<file path="config.mk">
export PLATFORM = sky130hd
export DESIGN_NAME = down_counter_timer
export DESIGN_NICKNAME = d
export VERILOG_FILES = /design/src/rtl/down_counter_timer.sv
export SDC_FILE = /design/constraint.sdc
export NUM_CORES = 1
export LEC_CHECK = 0
export BUFFER_PORTS_ARGS = -buffer_cell sky130_fd_sc_hd__clkbuf_2
export CORE_AREA = 2 2 39 41
export CTS_CLUSTER_SIZE = 12
export DETAILED_ROUTE_END_ITERATION = 10
export DIE_AREA = 0 0 41 43
export GPL_TIMING_DRIVEN = 0
export PLACE_DENSITY = 0.64
export SLEW_MARGIN = 20
export SYNTH_ARGS = -nofsm -noshare
export SYNTH_HDL_FRONTEND = slang
export SYNTH_SLANG_ARGS = --single-unit
export TNS_END_PERCENT = 1
</file>
<file path="constraint.sdc">
create_clock -name clk -period 2.4 [get_ports clk]
set_clock_uncertainty 0.2 [all_clocks]
set_input_delay 0.12 -clock clk [delete_from_list [all_inputs] [get_ports clk]]
set_output_delay 0.12 -clock clk [all_outputs]
set_load 0.05 [all_outputs]
</file>
<file path="src/rtl/down_counter_timer.sv">
// Loadable down-counter/timer with one-shot and auto-reload modes and a registered terminal-count pulse.
// Optional prescaler enabled by defining DOWN_CNT_PRESCALE_EN (PRESCALE enabled cycles per decrement).
module down_counter_timer #(
    parameter int WIDTH    = 4,
    parameter int PRESCALE = 4
) (
    input  logic             clk,
    input  logic             reset,
    input  logic             load,
    input  logic [WIDTH-1:0] load_val,
    input  logic             en,
    input  logic             mode,
    output logic [WIDTH-1:0] count,
    output logic             tc,
    output logic             busy
);

    typedef enum logic {
        IDLE = 1'b0,
        RUN  = 1'b1
    } state_t;

    state_t           r_state;
    logic [WIDTH-1:0] r_count;
    logic [WIDTH-1:0] r_reload;
    logic             r_tc;
    logic             r_busy;
    logic             w_step;

`ifdef DOWN_CNT_PRESCALE_EN
    localparam int PW = (PRESCALE > 1) ? $clog2(PRESCALE) : 1;

    logic [PW-1:0] r_pre;

    assign w_step = (r_pre == PW'(PRESCALE - 1));

    // Prescaler only advances on enabled RUN cycles and restarts on every load.
    always_ff @(posedge clk or negedge reset) begin
        if (!reset) begin
            r_pre <= '0;
        end else if (load) begin
            r_pre <= '0;
        end else if (r_state == RUN && en) begin
            if (w_step) begin
                r_pre <= '0;
            end else begin
                r_pre <= r_pre + 1'b1;
            end
        end
    end
`else
    logic [8:0] w_unused_prescale;

    assign w_unused_prescale = 9'(PRESCALE);
    assign w_step            = 1'b1;
`endif

    // Priority load > en > hold; tc defaults low so it can never stretch past one cycle.
    always_ff @(posedge clk or negedge reset) begin
        if (!reset) begin
            r_state  <= IDLE;
            r_count  <= '0;
            r_reload <= '0;
            r_tc     <= 1'b0;
            r_busy   <= 1'b0;
        end else begin
            r_tc <= 1'b0;
            if (load) begin
                r_count  <= load_val;
                r_reload <= load_val;
                if (load_val != '0) begin
                    r_state <= RUN;
                    r_busy  <= 1'b1;
                end else begin
                    r_state <= IDLE;
                    r_busy  <= 1'b0;
                end
            end else if (r_state == RUN && en && w_step) begin
                if (r_count > WIDTH'(1)) begin
                    r_count <= r_count - 1'b1;
                end else if (mode) begin
                    r_count <= r_reload;
                    r_tc    <= 1'b1;
                end else begin
                    r_count <= '0;
                    r_tc    <= 1'b1;
                    r_state <= IDLE;
                    r_busy  <= 1'b0;
                end
            end
        end
    end

    assign count = r_count;
    assign tc    = r_tc;
    assign busy  = r_busy;

endmodule

</file>
==> results.tsv <==
metric	value	unit
crit share post-route	94.9	%
ANT nets after route	0	
die area	1760	µm²
Slew @ Worst Pin	0.293	ns
design area	759	µm²
initial antenna violation count	0	
Max stage delay on crit path	0.55	ns
Gate Count Post-Synth	56	
Hold Crit Class	in2async	
Seq pwr share	41.0	%
# clock sinks	10	
TNS Setup	0	ns
vias in the first global route	452	
Initial Util	39.3	%
DPL Wire Length	868	µm
P per Cell Area	656	nW/µm²
register area share after synthesis	46.0	%
DP Area	634	µm²
synthesized area per cell	9.72	µm²
clock power share	30.0	%
Root Buffer	clkbuf_4	
logic gate share of total power	29.0	%
die width	41	µm
DRC	0	
Core ar.	1380	µm²
leakage power total	0.353	nW
Initial DRT Pass Iterations	4	
Congestion Overflow GR	0	
Min Hold Slack	0.0460	ns
Power Total	0.498	mW
Fill cells	140	
first-pass GRT wire length	1.93	mm
Worst EP arrival	2.23	ns
crit-path max FO	6	
CTS tree	done	
via count	510	
Final min period	2.28	ns
Main synth FF type	dfrtp_1	
CTS Buf Count	3	
initial DRC count	2	
post-layout util	54.9	%
worst-skew pair later-pin latency	0.26	ns
Die Ht	43	µm
worst flop-to-flop path startpoint	count[0]	
fin. max-slew vios	0	
Port Buffers	14	
P_sw	0.167	mW
final wirelength	1.14	mm
Peak VDD IR	0.362	mV
FF+latch count, synth	10	
Layout area overhead	39.5	%
f_max	439	MHz
post-CTS setup buffer count	0	
origin of the worst setup path	count[0]	
Crit path max-delay family	buffers and inverters	
Switching Fraction	33.6	%
H-Tree Depth	1	
Worst-path clk slew	0.06	ns
RSZ-0062 raised after global routing	no	
largest net degree at the start of global routing	11	
Syn Nets	67	
Top-Level Pins	15	
Max Cap Viol	0	
internal power	0.331	mW
required time of the critical path	2.35	ns
worst path cell trace	inv_1 > ha_1 > nor2_2 > nor3_4 > a311oi_1 > o31ai_1 > dlygate4sd3_1	
layout cell share with drive strength beyond 1	29.3	%
Total GRT Usage	16.6	%
drt wl/cell	11.6	µm
Final Hold Fails	0	
critical path capture point type	register	
kind of critical path	reg2reg	
Netlist cell types	26	
Slew HR	80.2	%
EDFF count, synth	0	
gp weighted congestion	0.794	
Antenna diodes	0	
Layout Nets	94	
CP startpoint kind	register	
CP max stage cell	dlygate4sd3_1	
Max clock buf depth	2	
# rows	14	
Cell Area, Synth	544	µm²
setup violators final	0	
asr flop ratio synth	100	%
Via density	5.20	
status	completed	
sum of buffers and inverters on the critical path	2	
Yosys warning count	0	
## cell type report
class	instances	area, µm²	area share (%)
multi-input combinational	39	275	36.2
sequential	10	250	32.9
timing repair buffer	22	150	19.8
clock buffer	4	36.3	4.78
inverter	6	22.5	2.97
tap	16	20.0	2.64
buffer	1	5.00	0.659
## layout by cell type (no fill, tap or decap), types with 2 or more instances in the layout
cell,synthesis,routed
clkbuf_4,0,3
clkbuf_2,0,14
dfrtp_1,10,10
o41ai_1,2,2
dlygate4sd3_1,0,8
nand2_1,8,8
inv_1,6,6
o21ai_0,7,7
ha_1,2,2
## per-stage QoR
stage / setup WS, ns / cells
after global placement: 0.479 / 86
after floorplan: 0.303 / 56
after CTS: 0.0821 / 98
final: 0.123 / 98
after global routing: 0.0284 / 98
after detailed placement: 0.439 / 86
## power groups by stage
stage	logic, mW	clock network, mW	registers (mW)
floorplan	0.0569	0	0.240
global placement	0.128	0	0.206
detailed placement	0.129	0	0.206
CTS	0.141	0.155	0.203
global route	0.159	0.170	0.207
finish	0.144	0.149	0.204
## state kept, by name, summed over array words and instances (netlist names)
name	count
r_reload	4
count	4
busy	1
tc	1
## cells in the mapped netlist, types with 2 or more instances
library cell / number / share of area [%]
o41ai_1: 2 / 3.2
o21ai_0: 7 / 6.4
inv_1: 6 / 4.1
dfrtp_1: 10 / 46
nand2_1: 8 / 5.5
ha_1: 2 / 4.6
nor2_1: 2 / 1.4
## logic make-up after synthesis
| kind of cell | Yosys count | share of synthesized area [%] |
|---|---|---|
| flops | 10 | 46.0 |
| compound gates | 17 | 22.8 |
| fa+ha+maj | 2 | 4.60 |
| mux | 2 | 3.91 |
| simple gates | 18 | 17.7 |
| buf+inv | 7 | 5.06 |
## final timing paths
kind                          endpoint  slack [ns]  cells past startpoint
min reg2reg                r_reload[1]        0.33                      2
min in group clk              count[3]        0.05                      3
max                           count[2]        0.12                      7
max reg2reg                   count[2]        0.12                      7
min                        r_reload[1]        0.05                      2
max in group asynchronous     count[0]        1.74                      2
## layer usage
layer | share of wire [%] | wire [µm] | global-route usage, %
met5 | 0 | 0 | 0
met3 | 3.1 | 35 | 3.14
met2 | 47 | 534 | 21.9
met1 | 49 | 552 | 23.5
met4 | 1.2 | 14 | 12.0
## what timing repair did
| item | CTS | global route |
|---|---|---|
| endpoints found under the hold margin | 19 | 0 |
| hold buffers | 8 | 0 |
| resized for setup | 0 | 2 |
| setup endpoints to repair | 0 | 1 |
Note: power is estimated with default switching activity, not from simulation.
